## config.mk

```make
export PLATFORM = sky130hd
export DESIGN_NAME = fifo_burst_reader
export DESIGN_NICKNAME = d
export VERILOG_FILES = /design/src/rtl/fifo_reader_pkg.sv /design/src/rtl/fifo_reader_skid.sv /design/src/rtl/fifo_burst_reader.sv
export SDC_FILE = /design/constraint.sdc
export NUM_CORES = 1
export LEC_CHECK = 0
export BUFFER_PORTS_ARGS = -buffer_cell sky130_fd_sc_hd__buf_2
export CAP_MARGIN = 10
export CELL_PAD_IN_SITES_DETAIL_PLACEMENT = 2
export CELL_PAD_IN_SITES_GLOBAL_PLACEMENT = 2
export CORE_MARGIN = 4
export CORE_UTILIZATION = 31
export CTS_CLUSTER_DIAMETER = 120
export DETAILED_ROUTE_END_ITERATION = 10
export PLACE_DENSITY_LB_ADDON = 0.1
export SETUP_SLACK_MARGIN = 0.3
export SLEW_MARGIN = 20
export SYNTH_ARGS = -nofsm -noshare
export SYNTH_HDL_FRONTEND = slang
export SYNTH_HIERARCHICAL = 1
export SYNTH_SLANG_ARGS = --single-unit
```

## constraint.sdc

```tcl
create_clock -name clk_read -period 2.3 [get_ports clk_read]
set_input_delay 0.46 -clock clk_read [delete_from_list [all_inputs] [get_ports clk_read]]
set_output_delay 0.46 -clock clk_read [all_outputs]
set_load 0.02 [all_outputs]
```

## src/rtl/fifo_reader_pkg.sv

```systemverilog
// Shared definitions for the FIFO burst reader.
//   state_e     : burst controller states
//   SKID_DEPTH  : entries in the output skid buffer
//   STATS_WIDTH : width of the delivered-word statistics counter
package fifo_reader_pkg;

  typedef enum logic [1:0] {
    IDLE,
    READ,
    DRAIN
  } state_e;

  localparam int unsigned SKID_DEPTH  = 2;
  localparam int unsigned STATS_WIDTH = 16;

endpackage

```

## src/rtl/fifo_reader_skid.sv

```systemverilog
// Two-entry skid buffer holding {last, data} words for the burst reader.
//   clk_i, rst_i : clock, synchronous active-high reset
//   push_i/din_i : word arriving from the FIFO this cycle
//   pop_i        : downstream accepts the head word this cycle
//   dout_o       : head word (zero when nothing is available)
//   valid_o      : a word is available (stored or arriving)
//   count_o      : number of stored entries (0..2)
module fifo_reader_skid
  import fifo_reader_pkg::*;
#(
  parameter int unsigned WIDTH = 9
) (
  input  logic             clk_i,
  input  logic             rst_i,
  input  logic             push_i,
  input  logic [WIDTH-1:0] din_i,
  input  logic             pop_i,
  output logic [WIDTH-1:0] dout_o,
  output logic             valid_o,
  output logic [1:0]       count_o
);

  logic [WIDTH-1:0] mem_q [SKID_DEPTH];
  logic             wr_ptr_q;
  logic             rd_ptr_q;
  logic [1:0]       count_q;
  logic             empty;
  logic             store;
  logic             drop;

  assign empty = (count_q == 2'd0);
  // A word arriving into an empty buffer is presented the same cycle; it is
  // only stored if downstream does not take it immediately.
  assign store   = push_i && !(empty && pop_i);
  assign drop    = pop_i && !empty;
  assign valid_o = !empty || push_i;
  assign count_o = count_q;

  always_comb begin
    if (!empty)      dout_o = mem_q[rd_ptr_q];
    else if (push_i) dout_o = din_i;
    else             dout_o = '0;
  end

  always_ff @(posedge clk_i) begin
    if (rst_i) begin
      for (int unsigned i = 0; i < SKID_DEPTH; i++) mem_q[i] <= '0;
      wr_ptr_q <= 1'b0;
      rd_ptr_q <= 1'b0;
      count_q  <= 2'd0;
    end else begin
      if (store) begin
        mem_q[wr_ptr_q] <= din_i;
        wr_ptr_q        <= !wr_ptr_q;
      end
      if (drop) rd_ptr_q <= !rd_ptr_q;
      case ({store, drop})
        2'b10:   count_q <= count_q + 2'd1;
        2'b01:   count_q <= count_q - 2'd1;
        default: count_q <= count_q;
      endcase
    end
  end

endmodule

```

## src/rtl/fifo_burst_reader.sv

```systemverilog
// Burst reader for the FIFO read port: on start, issues BURST_LEN paced reads,
// captures the registered read data and re-presents it on a valid/ready stream
// with a last-word marker.
//   clk_read, rst         : clock, synchronous active-high reset
//   start, busy, done     : burst request / in progress / last word accepted
//   fifo_empty, fifo_rd_en, fifo_data : FIFO read port (data one cycle after rd_en)
//   m_data, m_valid, m_ready, m_last  : output stream
//   word_count            : words delivered since reset
// Optional macro FIFO_BURST_READER_STATS_EN builds the word_count counter;
// without it word_count is tied to zero.
module fifo_burst_reader
  import fifo_reader_pkg::*;
#(
  parameter int unsigned DATA_WIDTH = 8,
  parameter int unsigned BURST_LEN  = 16,
  parameter int unsigned CNT_WIDTH  = 8
) (
  input  logic                   clk_read,
  input  logic                   rst,
  input  logic                   start,
  output logic                   busy,
  output logic                   done,
  input  logic                   fifo_empty,
  output logic                   fifo_rd_en,
  input  logic [DATA_WIDTH-1:0]  fifo_data,
  output logic [DATA_WIDTH-1:0]  m_data,
  output logic                   m_valid,
  input  logic                   m_ready,
  output logic                   m_last,
  output logic [STATS_WIDTH-1:0] word_count
);

  // One extra bit so the counters can hold BURST_LEN itself.
  localparam logic [CNT_WIDTH:0] LEN      = (CNT_WIDTH+1)'(BURST_LEN);
  localparam logic [CNT_WIDTH:0] LAST_IDX = (CNT_WIDTH+1)'(BURST_LEN - 1);

  state_e              state_q, state_d;
  logic [CNT_WIDTH:0]  issued_q, issued_d;
  logic [CNT_WIDTH:0]  rx_q, rx_d;
  logic                inflight_q;
  logic [1:0]          buf_count;
  logic [2:0]          occupancy;
  logic [DATA_WIDTH:0] push_word;
  logic [DATA_WIDTH:0] head;
  logic                pop;

  always_ff @(posedge clk_read) begin
    if (rst) begin
      state_q    <= IDLE;
      issued_q   <= '0;
      rx_q       <= '0;
      inflight_q <= 1'b0;
    end else begin
      state_q    <= state_d;
      issued_q   <= issued_d;
      rx_q       <= rx_d;
      inflight_q <= fifo_rd_en;
    end
  end

  always_comb begin
    state_d  = state_q;
    issued_d = issued_q;
    rx_d     = rx_q;
    if (fifo_rd_en) issued_d = issued_q + 1'b1;
    if (inflight_q) rx_d = rx_q + 1'b1;
    case (state_q)
      IDLE: begin
        if (start) begin
          state_d  = READ;
          issued_d = '0;
          rx_d     = '0;
        end
      end
      READ:    if (fifo_rd_en && (issued_q == LAST_IDX)) state_d = DRAIN;
      DRAIN:   if (done) state_d = IDLE;
      default: state_d = IDLE;
    endcase
  end

  // Words held plus the word already requested must never exceed the buffer.
  assign occupancy = {1'b0, buf_count} + {2'b00, inflight_q};

  always_comb begin
    fifo_rd_en = (state_q == READ) && !fifo_empty && (occupancy < 3'd2) && (issued_q < LEN);
    done       = (state_q == DRAIN) && pop && head[DATA_WIDTH];
    busy       = (state_q != IDLE) && !done;
  end

  assign push_word = {(rx_q == LAST_IDX), fifo_data};

  fifo_reader_skid #(
    .WIDTH(DATA_WIDTH + 1)
  ) u_skid (
    .clk_i  (clk_read),
    .rst_i  (rst),
    .push_i (inflight_q),
    .din_i  (push_word),
    .pop_i  (pop),
    .dout_o (head),
    .valid_o(m_valid),
    .count_o(buf_count)
  );

  assign pop    = m_valid && m_ready;
  assign m_data = head[DATA_WIDTH-1:0];
  assign m_last = head[DATA_WIDTH];

`ifdef FIFO_BURST_READER_STATS_EN
  logic [STATS_WIDTH-1:0] word_count_q;

  always_ff @(posedge clk_read) begin
    if (rst)      word_count_q <= '0;
    else if (pop) word_count_q <= word_count_q + 1'b1;
  end

  assign word_count = word_count_q;
`else
  assign word_count = '0;
`endif

endmodule

```

# ---- Word level (Yosys, flattened, before mapping)
# Memory sizes are Yosys's and may differ from the RTL's. A register that Yosys moved wholly into a read port is not among the register bits.
# Index checks and enable logic that the tools add are counted.
dict set report totals {
  memories 1
  input_bits 13
  ram_bits 18
  out_inout_bits 29
  register_bits 25
}
# name words width read_ports rd_ports_with_merged_regs wr line_no
set memory_table {}
lappend memory_table {u_skid.mem_q 2 9 1 1 2 fifo_reader_skid.sv:23} ;# logic [WIDTH-1:0] mem_q [SKID_DEPTH];
dict set report classes {
  magnitude_cmp 2
  n_eq_ne 9
  addsub 5
  n_reduce_logical 24
  muxes 23
}
# operator n
set ops {}
lappend ops {{$mux 9} 9}
lappend ops {{$add 9x1->9 const B} 2}
lappend ops {{$eq 9x4->1 const B} 2}
lappend ops {{$logic_and 1x1->1} 11}
lappend ops {{$lt 9x5->1 const B} 1}
lappend ops {{$mux 1} 9}
lappend ops {{$reduce_or 9->1} 1}
lappend ops {{$logic_not 1->1} 6}
lappend ops {{$mux 2} 3}
lappend ops {{$ne 2x2->1 const B} 3}
lappend ops {{$pmux 2 s3} 1}
lappend ops {{$eq 2x1->1 const B} 2}
lappend ops {{$eq 2x2->1 const B} 2}
lappend ops {{$logic_not 2->1} 2}
lappend ops {{$pmux 2 s2} 1}
lappend ops {{$reduce_bool 2->1} 2}
lappend ops {{$add 2x1->3} 1}
lappend ops {{$lt 3x2->1 const B} 1}
lappend ops {{$reduce_and 3->1} 1}
lappend ops {{$add 2x1->2 const B} 1}
lappend ops {{$sub 2x1->2 const B} 1}
lappend ops {{$logic_or 1x1->1} 1}

# ---- Logic depth before layout (Yosys ltp)
dict set report logic_depth {
  word_depth 12
  mapped_depth 10
}

# ---- Cells and area by module
# The synthesis kept the hierarchy.
# mod area_per_inst_um2 n_inst cells_each
set modules_own_cells {}
lappend modules_own_cells {fifo_reader_skid 1137.3 1 96}
lappend modules_own_cells {fifo_burst_reader 987.2 1 113}

# ---- Worst setup path before layout
# No wires, ideal clock.
dict set report synth_path {
  kind {flip-flop to output port}
  startpoint {register rx_q[0]}
  endpoint {output done}
  path_stages_with_launch 8
  arrival_time_ps 2573
  path_buffers 0
  setup_slack_ps -733
  path_cell_list {dfxtp_1 -> ha_1 -> or4b_2 -> nor4_1 -> nand3_1 -> o21ai_0 -> nand2_1 -> nor3b_1}
}
dict set report synth_via {
  elab_chain_cells 4
}
# item line_no
set synth_lines {}
lappend synth_lines {{from (decl)} fifo_burst_reader.sv:39} ;# logic [CNT_WIDTH:0] rx_q, rx_d;
lappend synth_lines {{from (signal assigned)} fifo_burst_reader.sv:56} ;# rx_q <= rx_d;
lappend synth_lines {{$eq 9x4->1} fifo_burst_reader.sv:90} ;# assign push_word = {(rx_q == LAST_IDX), fifo_data};
lappend synth_lines {{net push_word[8]} fifo_burst_reader.sv:43} ;# logic [DATA_WIDTH:0] push_word;
lappend synth_lines {{$mux 9} fifo_reader_skid.sv:41} ;# else if (push_i) dout_o = din_i;
lappend synth_lines {{$mux 9} fifo_reader_skid.sv:40} ;# if (!empty) dout_o = mem_q[rd_ptr_q];
lappend synth_lines {{net m_last} fifo_burst_reader.sv:29} ;# output logic m_last,
lappend synth_lines {{$logic_and 1x1->1} fifo_burst_reader.sv:86} ;# done = (state_q == DRAIN) && pop && head[DATA_WIDTH];
lappend synth_lines {{to (decl)} fifo_burst_reader.sv:22} ;# output logic done,
# The timed path passes the listed nets, and every way through them passes these cells.

# ---- Worst setup path in the final report
dict set report layout_path {
  startpoint {register rx_q[1]}
  endpoint {output done}
}
dict set report layout_via {
  elab_chain_cells 4
}
# item line_no
set layout_lines {}
lappend layout_lines {{$eq 9x4->1} fifo_burst_reader.sv:90}
lappend layout_lines {{net push_word[8]} fifo_burst_reader.sv:43}
lappend layout_lines {{$mux 9} fifo_reader_skid.sv:41}
lappend layout_lines {{$mux 9} fifo_reader_skid.sv:40}
lappend layout_lines {{$logic_and 1x1->1} fifo_burst_reader.sv:86}
# The timed path passes the listed nets, and every way through them passes these cells.

==> results_dict.tcl <==
set metrics [dict create \
    dp.cells 311 \
    start_util_pct 32.71 \
    insertion_delay_ns 0.29 \
    cts_tree "yes" \
    post_dp_cell_area_um2 2389 \
    clk_pin_slew_ns 0.08 \
    antenna_found_initial 0 \
    ant_nets 0 \
    fin_util_pct 39.51 \
    final_area_um2 2566 \
    nets 259 \
    violations "negative setup slack" \
    cts_sinks 44 \
    regArea_um2 1067 \
    routed-wl-met3_um 179 \
    worst_setup_path_end_kind "output port" \
    first_iter_violations 54 \
    io_pins 42 \
    ys_ff_latch 44 \
    gr-total-overflow 0 \
    routed_via_density 4.922 \
    synth_area_um2 2125 \
    numCtsBuffers 5 \
    critPathRequiredTime_ns 1.84 \
    slew_headroom_pct 58.41 \
    yosysWarnings 6 \
    grt_pass1_vias 1767 \
    syn_to_final_growth_pct 20.79 \
    setup_viol 3 \
    power.total_w 0.001533 \
    synth_compound_area_share_pct 11.01 \
    wire_per_inst_um 16.34 \
    h-tree-depth 2 \
    die_area_um2 8242 \
    r2r_slack_ns 0.39 \
    wl_met1_um 2090 \
    cp.arrival_ns 2.12 \
    synthSimpleGateAreaFrac_pct 20.32 \
    diodes 0 \
    critPathLaunchType "flop" \
    p_leak_nw 0.9788 \
    min_period_over_period_pct 112.0 \
    hold_viol 0 \
    critical_path.max_fanout 3 \
    die_w_um 90.79 \
    syn_inst 209 \
    layout_common_cells "and2_1, dfxtp_1, buf_2, edfxtp_1" \
    rsz0062_at_grt "true" \
    nFillCells 714 \
    hold_class "primary input to flop" \
    skew_ns 0.008381 \
    synth_top_family_by_area "simple AND/OR/NAND/NOR gates" \
    grt_pass1_wl_um 8873 \
    die_y_um 90.79 \
    grtUsageTotal_pct 13.60 \
    drive_gt1_share_pct 27.46 \
    clock.fmax_mhz 388.2 \
    top_layer_used "met4" \
    ys_types 35 \
    slew_viol_final 0 \
    ir_drop_mv 0.2852 \
    outcome "finished, violations left" \
    period_minus_slack_ns 2.576 \
    port_buffers 25 \
    hold_ws_ns 0.4522 \
    crit_type "flop to output port" \
    grt_max_degree 22 \
    yosysSeqAreaShare_pct 49.94 \
    power_density_nw_per_um2 597.6 \
    worstMarginPinSlew_ns 0.6238 \
    max-cap-violations 0 \
    clock_path_buffers 2 \
    rows 29 \
    syn_area_per_cell_um2 10.17 \
    setup_ws_ns -0.2762 \
    multi_input_area_um2 1051 \
    stdcell_count 321 \
    wl_met2_um 2918 \
    gp_congestion 0.7507 \
    synth_xor_area_share_pct 4.122 \
    coreArea_um2 6495 \
    cts-root-buf "clkbuf_8" \
    dr.pass1.iters 3 \
    hpwl_um 3979 \
    drc 0 \
    routed_wl_um 5246 \
    routed-via-count 1580 \
    postCtsHoldBufs 0 \
    synthMuxAreaShare_pct 4.711 \
    synthAdderAreaFrac_pct 1.767 \
]
[cell type report]
type,count,area share [%]
clock buffer,8,3.901
tap,77,3.754
timing repair buffer,35,9.069
multi-input combinational,152,40.96
sequential,44,41.59
inverter,5,0.7314
[path summary, 6_finish.rpt]
kind,from,endpoint,cells past startpoint
min reg2reg,issued_q[5],issued_q[5],1
max reg2reg,u_skid/count_o[1],u_skid/count_o[1],7
max,rx_q[1],done,8
min,start,state_q[0],3
[sequential cells by signal, summed over array words and instances (netlist names), named ones only]
register	flops
u_skid/rd_ptr_q	1
u_skid/wr_ptr_q	1
u_skid/mem_q	18
rx_q	9
state_q	2
issued_q	9
inflight_q	1
u_skid/count_o	2
[metrics by stage]
step	TNS, ns	worst slack (ns)
2_1_floorplan	0	0.06579
3_3_place_gp	0	0.03626
3_5_place_dp	-0.02830	-0.02349
4_1_cts	-0.7667	-0.2897
5_1_grt	-1.064	-0.4050
6_report	-0.6998	-0.2762
[what timing repair did]
action / in CTS / in global routing
setup endpoints to repair: 7 / 7
hold endpoints to repair: 0 / 0
pin swaps: 1 / 0
resized for setup: 14 / 5
buffers inserted: 2 / 0
[power by group]
group / internal [W] / switching [W] / total (W)
logic: 0.0000537 / 0.000113 / 0.000166
clock network: 0.000274 / 0.000249 / 0.000523
registers: 0.000831 / 0.0000132 / 0.000844
[metal layers]
metal | vias up | GRT usage (%)
li1 | 758 | -
met1 | 790 | 14.84
met2 | 26 | 25.76
met3 | 6 | 3.000
met4 | 0 | 4.523
met5 | - | 0
[cell usage after synthesis]
| cell | n | share of area (%) |
|---|---|---|
| or2_1 | 1 | 0.29 |
| ha_1 | 3 | 1.8 |
| edfxtp_1 | 18 | 25 |
| nor3_1 | 2 | 0.47 |
| nand2_1 | 8 | 1.4 |
| nor2_2 | 1 | 0.29 |
| clkbuf_2 | 1 | 0.24 |
| or4b_2 | 1 | 0.47 |
| conb_1 | 1 | 0.18 |
| a2111oi_4 | 2 | 2.6 |
| nor4_1 | 2 | 0.59 |
| or3_1 | 6 | 1.8 |
| buf_4 | 16 | 5.7 |
| and2_1 | 22 | 6.5 |
| nand2b_2 | 1 | 0.41 |
| a21oi_1 | 8 | 1.9 |
| o21ai_0 | 15 | 3.5 |
| nand3b_1 | 1 | 0.35 |
| and2_2 | 1 | 0.35 |
| o21bai_1 | 2 | 0.71 |
| nor3b_1 | 1 | 0.35 |
| mux2i_1 | 10 | 4.7 |
| inv_1 | 5 | 0.88 |
| clkbuf_1 | 4 | 0.71 |
| dfxtp_1 | 26 | 24 |
| xnor2_1 | 5 | 2.1 |
| a21o_1 | 4 | 1.4 |
| nand4_1 | 2 | 0.59 |
| buf_2 | 2 | 0.47 |
| nand3_1 | 14 | 3.3 |
| a2111o_1 | 1 | 0.53 |
| or4_1 | 1 | 0.35 |
| xor2_1 | 5 | 2.1 |
| nor2_1 | 16 | 2.8 |
| o21a_1 | 1 | 0.35 |
[kinds of logic after synthesis]
family	Yosys count
mux	10
xor+xnor	10
compound gates	33
flops	44
simple gates	80
fa+ha+maj	3
buf+inv	28
other cells	1
[critical path, stage by stage (launching register included)]
cell     delay, ns
dfxtp_2       0.36
ha_4          0.14
or4b_4        0.46
nor4_4        0.20
nand3_2       0.14
o21ai_4       0.09
nand2_2       0.10
nor3b_4       0.19
buf_6         0.14
No activity file was read; power rests on OpenSTA's default activity.
